<file path="src/rtl/ecg_peak_detector_pkg.sv">
// Shared types and sizing helpers for the ECG R-peak detection chain.
// Holds the detector FSM state encoding and the MWI accumulator width rule.
package ecg_pkg;

    localparam int unsigned ECG_DATA_W = 16;
    localparam int unsigned ECG_RR_W   = 16;

    typedef enum logic [1:0] {
        ST_SEARCH  = 2'd0,
        ST_ABOVE   = 2'd1,
        ST_REFRACT = 2'd2
    } ecg_state_e;

    // A WIN_LEN-deep sum of DATA_W values needs log2(WIN_LEN) extra bits.
    function automatic int unsigned mwi_sum_width(input int unsigned data_w,
                                                  input int unsigned win_len);
        return data_w + $clog2(win_len);
    endfunction

endpackage

</file>
<file path="src/rtl/ecg_peak_detector_moving_window_sum.sv">
// Moving-window integrator: WIN_LEN-deep shift window, running sum, and
// power-of-two divide. One cycle from valid_in to valid_out; output held between updates.
module moving_window_sum
    import ecg_pkg::*;
#(
    parameter int unsigned DATA_W  = ECG_DATA_W,
    parameter int unsigned WIN_LEN = 8
) (
    input  logic              clk,
    input  logic              rstN,
    input  logic [DATA_W-1:0] abs_in,
    input  logic              valid_in,
    output logic [DATA_W-1:0] avg_out,
    output logic              valid_out
);

    localparam int unsigned SHIFT = $clog2(WIN_LEN);
    localparam int unsigned SUM_W = mwi_sum_width(DATA_W, WIN_LEN);

    logic [DATA_W-1:0] win_q [WIN_LEN];
    logic [SUM_W-1:0]  sum_q, sum_d;
    logic [DATA_W-1:0] avg_q, avg_d;
    logic              valid_q;

    always_comb begin
        sum_d = sum_q;
        avg_d = avg_q;
        if (valid_in) begin
            // sum_q always contains the oldest entry, so the subtraction never wraps.
            sum_d = sum_q + SUM_W'(abs_in) - SUM_W'(win_q[WIN_LEN-1]);
            avg_d = DATA_W'(sum_d >> SHIFT);
        end
    end

    always_ff @(posedge clk or negedge rstN) begin
        if (!rstN) begin
            for (int unsigned i = 0; i < WIN_LEN; i++) begin
                win_q[i] <= '0;
            end
            sum_q   <= '0;
            avg_q   <= '0;
            valid_q <= 1'b0;
        end else begin
            sum_q   <= sum_d;
            avg_q   <= avg_d;
            valid_q <= valid_in;
            if (valid_in) begin
                win_q[0] <= abs_in;
                for (int unsigned i = 1; i < WIN_LEN; i++) begin
                    win_q[i] <= win_q[i-1];
                end
            end
        end
    end

    assign avg_out   = avg_q;
    assign valid_out = valid_q;

endmodule

</file>
<file path="src/rtl/ecg_peak_detector.sv">
// ECG R-peak detector: saturating rectifier, MWI smoothing, threshold/refractory FSM, RR counter.
// Define ECG_ADAPTIVE_THRESH_EN to let the threshold track detected peak amplitudes.
module ecg_peak_detector
    import ecg_pkg::*;
#(
    parameter int unsigned DATA_W  = ECG_DATA_W,
    parameter int unsigned WIN_LEN = 8,
    parameter int unsigned THRESH  = 2000,
    parameter int unsigned REFRACT = 40,
    parameter int unsigned RR_W    = ECG_RR_W
) (
    input  logic                     clk,
    input  logic                     rstN,
    input  logic                     in_valid,
    input  logic signed [DATA_W-1:0] x,
    output logic [DATA_W-1:0]        mwi_out,
    output logic                     mwi_valid,
    output logic                     peak,
    output logic [DATA_W-1:0]        peak_amp,
    output logic [RR_W-1:0]          rr_interval,
    output logic                     rr_valid
);

    localparam int unsigned RCNT_W = $clog2(REFRACT + 2);

    logic [DATA_W-1:0] abs_q, abs_d;
    logic              abs_vld_q;

    ecg_state_e        state_q, state_d;
    logic [DATA_W-1:0] max_q, max_d;
    logic [DATA_W-1:0] thr_q, thr_d;
    logic [RCNT_W-1:0] rcnt_q, rcnt_d;
    logic [RR_W-1:0]   rrcnt_q, rrcnt_d;
    logic [RR_W-1:0]   rr_sat;
    logic              seen_q, seen_d;
    logic              peak_q, peak_d;
    logic [DATA_W-1:0] amp_q, amp_d;
    logic [RR_W-1:0]   rr_q, rr_d;
    logic              rrv_q, rrv_d;

    always_comb begin
        abs_d = abs_q;
        if (in_valid) begin
            if (x == {1'b1, {(DATA_W-1){1'b0}}}) begin
                abs_d = {1'b0, {(DATA_W-1){1'b1}}};
            end else if (x[DATA_W-1]) begin
                abs_d = DATA_W'(-x);
            end else begin
                abs_d = DATA_W'(x);
            end
        end
    end

    always_ff @(posedge clk or negedge rstN) begin
        if (!rstN) begin
            abs_q     <= '0;
            abs_vld_q <= 1'b0;
        end else begin
            abs_q     <= abs_d;
            abs_vld_q <= in_valid;
        end
    end

    moving_window_sum #(
        .DATA_W  (DATA_W),
        .WIN_LEN (WIN_LEN)
    ) u_mws (
        .clk       (clk),
        .rstN      (rstN),
        .abs_in    (abs_q),
        .valid_in  (abs_vld_q),
        .avg_out   (mwi_out),
        .valid_out (mwi_valid)
    );

    assign rr_sat = (rrcnt_q == '1) ? rrcnt_q : rrcnt_q + 1'b1;

    always_comb begin
        state_d = state_q;
        max_d   = max_q;
        thr_d   = thr_q;
        rcnt_d  = rcnt_q;
        rrcnt_d = rrcnt_q;
        seen_d  = seen_q;
        peak_d  = 1'b0;
        amp_d   = amp_q;
        rr_d    = rr_q;
        rrv_d   = 1'b0;
        if (mwi_valid) begin
            rrcnt_d = rr_sat;
            unique case (state_q)
                ST_SEARCH: begin
                    if (mwi_out >= thr_q) begin
                        state_d = ST_ABOVE;
                        max_d   = mwi_out;
                    end
                end
                ST_ABOVE: begin
                    if (mwi_out < thr_q) begin
                        // The falling-edge sample itself is counted in the interval just closed.
                        peak_d  = 1'b1;
                        amp_d   = max_q;
                        rr_d    = rr_sat;
                        rrv_d   = seen_q;
                        rrcnt_d = '0;
                        seen_d  = 1'b1;
`ifdef ECG_ADAPTIVE_THRESH_EN
                        begin
                            logic [DATA_W-1:0] thr_cand;
                            thr_cand = (thr_q >> 1) + (max_q >> 2);
                            thr_d    = (thr_cand > DATA_W'(THRESH)) ? thr_cand : DATA_W'(THRESH);
                        end
`endif
                        if (REFRACT == 0) begin
                            state_d = ST_SEARCH;
                        end else begin
                            state_d = ST_REFRACT;
                            rcnt_d  = RCNT_W'(REFRACT);
                        end
                    end else if (mwi_out > max_q) begin
                        max_d = mwi_out;
                    end
                end
                ST_REFRACT: begin
                    if (rcnt_q <= RCNT_W'(1)) begin
                        state_d = ST_SEARCH;
                        rcnt_d  = '0;
                    end else begin
                        rcnt_d = rcnt_q - 1'b1;
                    end
                end
                default: state_d = ST_SEARCH;
            endcase
        end
    end

    always_ff @(posedge clk or negedge rstN) begin
        if (!rstN) begin
            state_q <= ST_SEARCH;
            max_q   <= '0;
            thr_q   <= DATA_W'(THRESH);
            rcnt_q  <= '0;
            rrcnt_q <= '0;
            seen_q  <= 1'b0;
            peak_q  <= 1'b0;
            amp_q   <= '0;
            rr_q    <= '0;
            rrv_q   <= 1'b0;
        end else begin
            state_q <= state_d;
            max_q   <= max_d;
            thr_q   <= thr_d;
            rcnt_q  <= rcnt_d;
            rrcnt_q <= rrcnt_d;
            seen_q  <= seen_d;
            peak_q  <= peak_d;
            amp_q   <= amp_d;
            rr_q    <= rr_d;
            rrv_q   <= rrv_d;
        end
    end

    assign peak        = peak_q;
    assign peak_amp    = amp_q;
    assign rr_interval = rr_q;
    assign rr_valid    = rrv_q;

endmodule

</file>
<file path="config.mk">
export PLATFORM = sky130hd
export DESIGN_NAME = ecg_peak_detector
export DESIGN_NICKNAME = d
export VERILOG_FILES = /design/src/rtl/ecg_peak_detector_pkg.sv /design/src/rtl/ecg_peak_detector_moving_window_sum.sv /design/src/rtl/ecg_peak_detector.sv
export SDC_FILE = /design/constraint.sdc
export NUM_CORES = 1
export LEC_CHECK = 0
export CAP_MARGIN = 20
export CORE_MARGIN = 4
export CORE_UTILIZATION = 62
export CTS_BUF_LIST = sky130_fd_sc_hd__clkbuf_4
export CTS_CLUSTER_SIZE = 10
export DETAILED_ROUTE_END_ITERATION = 10
export PLACE_DENSITY = 0.83
export SETUP_SLACK_MARGIN = 0.4
export SLEW_MARGIN = 40
export SYNTH_ARGS = -nofsm -noshare
export SYNTH_HDL_FRONTEND = slang
export SYNTH_SLANG_ARGS = --single-unit
</file>
<file path="constraint.sdc">
create_clock -name clk -period 3.2 [get_ports clk]
set_input_delay 0.64 -clock clk [delete_from_list [all_inputs] [get_ports clk]]
set_output_delay 0.64 -clock clk [all_outputs]
set_load 0.02 [all_outputs]
</file>
---- After elaboration in Yosys (flattened, before gate mapping) ----
Cells that the tools add are included.
word-level totals
  flip-flop bits (word level) ............. 256
  logic and storage cells ................. 69
  input bits .............................. 19
cells by class
  $add $sub $neg .......................... 5
  magnitude comparators ................... 4
  mux-type cells .......................... 22
  equal/unequal tests ..................... 9
  reduce and logical (&&, ||, !) cells .... 7
operators with widths
  cell                                                                               number
  16-bit 2-to-1 mux                                                                  8
  16-bit == test (second input constant)                                             2
  16-bit case mux with 2 select lines                                                1
  19-bit by 16-bit adder with 19-bit output                                          1
  19-bit by 16-bit subtractor with 19-bit output                                     1
  16-bit by 1-bit adder with 16-bit output (second input constant)                   1
  16-bit by 11-bit >= comparator with 1-bit output (second input constant)           1
  16-bit greater-than comparator                                                     1
  16-bit by 11-bit less-than comparator with 1-bit output (second input constant)    1
  16-bit negator                                                                     1
  6-bit 2-to-1 mux                                                                   2
  6-bit case mux with 2 select lines                                                 1
  2-bit != test (second input constant)                                              5
  6-bit by 1-bit less-or-equal comparator with 1-bit output (second input constant)  1
  1-bit 2-to-1 mux                                                                   6
  2-bit 2-to-1 mux                                                                   3
  2-bit case mux with 3 select lines                                                 1
  3-bit AND reduction                                                                2
  6-bit by 1-bit subtractor with 6-bit output (second input constant)                1
  5-bit AND reduction                                                                1
  4-bit AND reduction                                                                1
  2-bit nonzero test                                                                 2
  2-bit by 1-bit == test with 1-bit output (second input constant)                   1
  2-bit == test (second input constant)                                              1
  2-bit zero test                                                                    1

---- Depth between registers and ports, before layout ----
  depth after elaboration ................. 4
  gate-level depth with buffers ........... 11

---- By module ----
A second synthesis with hierarchy kept.
second synthesis, totals
  cells, all modules ...................... 1,108
  area, all modules ....................... 12,049.1 um2
modules (own cells, without submodules)
  module             area each (um2)  instances  cells an instance
  moving_window_sum  7,026.7          1          557
  ecg_peak_detector  5,022.3          1          551

---- Worst setup path before layout ----
OpenSTA, ideal clock, no wires.
  path kind ............................... register -> register
  start ................................... register abs_q[1]
  end ..................................... register u_mws.sum_q[10]
  cell stages (with the launch flop) ...... 11
  setup slack ............................. 0.493 ns
  required time ........................... 3.057 ns
  clock period less this slack ............ 2.707 ns
  setup time .............................. 0.143 ns
  arrival ................................. 2.564 ns
  cells stage by stage .................... dfrtp_1 -> inv_1 -> fa_1 -> inv_1 -> fa_1 -> a211o_1 -> a211oi_1 -> o31a_1 -> o21a_1 -> xor2_1 -> mux2i_1
between the ends
  longest elaborated chain between the ends .. 2
ends and longest elaborated chain
  what                                            RTL line                                   source
  from (decl)                                     ecg_peak_detector.sv:26                    logic [DATA_W-1:0] abs_q, abs_d;
  from (signal assigned)                          ecg_peak_detector.sv:59                    abs_q <= abs_d;
  19-bit by 16-bit adder with 19-bit output       ecg_peak_detector_moving_window_sum.sv:30  sum_d = sum_q + SUM_W'(abs_in) - SUM_W'(win_q[WIN_LEN-1]);
  19-bit by 16-bit subtractor with 19-bit output  ecg_peak_detector_moving_window_sum.sv:30
  to (signal assigned)                            ecg_peak_detector_moving_window_sum.sv:44  sum_q <= sum_d;
  to (decl)                                       ecg_peak_detector_moving_window_sum.sv:21  logic [SUM_W-1:0] sum_q, sum_d;
No other way between the ends.
A chain may end at the register's enable or synchronous reset.

---- Worst setup path after layout ----
  start ................................... register abs_q[9]
  end ..................................... register u_mws.sum_q[18]
Same word-level chain as after synthesis.

==> out/results.txt <==
Buf/Inv on CP = 2
Most frequent cells in the layout = 238 x dfrtp_1, 129 x mux2_2, 91 x inv_1, 88 x clkbuf_4, 76 x nand2_1
Clk pwr share = 17.2%
CP endpoint kind = flop
CTS Root Buffer Type = clkbuf_4
Post-route insts no fill = 1,392
Internal power = 8600 uW
Placer Congestion = 0.855
Total CTS buffers = 60
Post-synth top flop = dfrtp_1
Setup TNS = 0 ns
Crit Path Category = reg -> reg
Unrepaired setup endpoints after global routing = true
Sinks on Clock Net = 240
Max FO, Critical Path = 7
Slew margin rel. = 48.6%
Most common cell after layout, fill and taps aside = dfrtp_1
Max Root-Sink Buffers = 3
Fin. max-slew vios = 0
Logic pwr share = 49.8%
Period minus WS final = 2.75 ns
Cell row count = 49
Grt peak-use layer = met2
Worst-Margin Slew = 0.763 ns
Grt ovf = 0
DRT iter0 DRCs = 447
First-pass GRT wire length = 36,700 um
Initial Util = 64.0%
Post-synthesis cell type count = 62
Mapped Cells = 1,026
Via-to-Cell Ratio = 5.69
CTS tree = done
Chip width = 145 um
Cell Area, Placed = 12,500 sq um
PortBufs = 69
Max-capacitance violation count = 0
Synth top area share = 51.6%
Total Power = 14,200 uW
Number of synthesized flops with an enable pin = 0
Power Density = 1060 nW/um^2
Hold WC Path Type = reg -> reg
Final instance area = 13,400 sq um
Antenna violations before repair = 1
Gr usage total = 20.6%
GR Util met1 = 28.9%
Hold_ws = 0.469 ns
Yosys warns = 0
Nets = 1,205
Seq/Total Area, Yosys = 51.6%
Status = complete, no violations
Clk_lat worst skew = 0.69 ns
Crit path max-delay family = compound AO/OA/AOI/OAI gates
Core area = 18,200 sq um
Final hold vios = 0
Net Count, Synth = 1,102
H-tree levels = 2
WP data arrival = 3.29 ns
Worst EP required = 3.74 ns
Cell Area, Synth = 11,600 sq um
Setup crit start kind = flop
Crit-path max cell delay = 0.50 ns
DRT antenna net count = 0
DRC viols = 0
DRT Wirelength = 22,300 um
Crit path max-delay cell type = fa_1
CP cell instances = inv_1 -> fa_1 -> inv_1 -> ha_1 -> a21oi_2 -> o211ai_1 -> a221o_1 -> a21o_1 -> a221o_1
DPL Wire Length = 15,300 um
Switching Fraction = 39.5%
Drt first pass iters = 5
Max Clk Rate = 364 MHz
Placed cells = 1,281
Layout cells sized above 1 = 24.0%
Total die area = 21,000 sq um
Final setup violation count = 0
Met2 GRT Util = 32.6%
Area grow syn2layout = 15.0%
Chip Height = 145 um
Largest net degree at the start of global routing = 66
M3 GR Usage = 4.61%
Ports = 70
Clock Skew = 0.0406 ns
Routed via count = 7,924
Leakage = 0.00613 uW
Max VDD drop = 0.613 mV
#FFs+latches synth = 240
Leading area contributor after synthesis = dfrtp_1
Fraction of registers with async set/reset = 100%
Sequential share of power = 32.9%
Vias in the first global route = 7,712
Net switching power = 5620 uW
Mean area per synthesized cell = 11.3 sq um
Synth top area cells = dfrtp_1 52%, mux2_2 12%, ha_1 4.4%
Worst-path clk slew = 0.06 ns
Final period utilization = 85.8%
Wire per inst = 16.0 um
## cell usage after synthesis (7+ instances only)
cell / instances
dfrtp_1: 240
mux2_2: 129
inv_1: 93
nand2_1: 76
o21ai_0: 73
a21oi_1: 46
ha_1: 41
clkbuf_1: 36
nor2_1: 35
mux2i_1: 27
xnor2_1: 18
buf_4: 16
fa_1: 16
xor2_1: 16
nand3_1: 15
nand4_1: 13
a21o_1: 10
nand2b_1: 9
o31ai_1: 8
and3_1: 7
nor3_1: 7
o211ai_1: 7
o21a_1: 7
## area by class of cell
class                           count  area (sq um)
Multi-Input combinational cell    636          5070
Timing Repair Buffer               98           953
Tap cell                          229           287
Clock inverter                      7          56.3
Inverter                           93           349
Antenna cell                        1          2.50
Sequential cell                   240          6010
Fill cell                        1236          4820
Clock buffer                       88           661
## through the flow
stage | utilization [%] | setup WS (ns)
floorplan | - | 0.493
global placement | 68.5 | 0.311
detailed placement | 68.5 | 0.244
CTS | 72.7 | 0.382
global route | 73.5 | 0.317
finish | 73.5 | 0.453
## state kept, by name, summed over array words and instances, names as in the netlist
register / flops
abs_q: 16
abs_vld_q: 1
max_q: 16
peak: 1
peak_amp: 16
rcnt_q: 6
rr_interval: 16
rr_valid: 1
rrcnt_q: 16
seen_q: 1
state_q: 2
u_mws.sum_q: 19
u_mws.valid_out: 1
u_mws.win_q: 128
## layer usage
metal  wire, um  up-vias
li1           -     3780
met1      10100     3874
met2      10600      228
met3       1210       42
met4        410        0
met5          0        -
## cells by family (layout without fill, tap and decap cells)
logic type	Yosys count	count (layout)	share of synthesized area (%)
buffers and inverters	150	286	5.50
DFF	240	240	51.6
xor gates and xnor gates	34	34	2.56
other	0	1	0
AOI/OAI and AO/OA	196	196	10.4
muxes	156	156	14.8
and+or+nand+nor	193	193	8.02
adders and majority gates	57	57	7.16
## power groups by stage
| stage | Clock [uW] | Sequential, uW | Combinational, uW |
|---|---|---|---|
| 3_3_place_gp | 0 | 4670 | 6270 |
| 3_5_place_dp | 0 | 4740 | 6480 |
| 2_1_floorplan | 0 | 4660 | 4870 |
| 6_report | 2450 | 4680 | 7090 |
| 5_1_grt | 2710 | 4790 | 7810 |
| 4_1_cts | 2530 | 4690 | 6640 |
## what timing repair did
| action | CTS | global route |
|---|---|---|
| hold endpoints to repair | 61 | 0 |
| pin swaps | 1 | 8 |
| setup buffers | 1 | 13 |
| gates resized for setup | 6 | 17 |
| setup endpoints to repair | 7 | 10 |
| hold buffers | 1 | 0 |
## final timing paths
kind                       startpoint              end  slack, ns  cells past startpoint
max in group asynchronous        rstN  u_mws.win_q[79]       1.95                      3
setup / recovery             abs_q[9]  u_mws.sum_q[18]       0.45                      9
hold reg to reg                seen_q           seen_q       0.47                      1
setup reg to reg             abs_q[9]  u_mws.sum_q[18]       0.45                      9
hold / removal                 seen_q           seen_q       0.47                      1
min in group asynchronous        rstN   rr_interval[9]       0.51                      2
No activity file was read; power rests on OpenSTA's default activity.
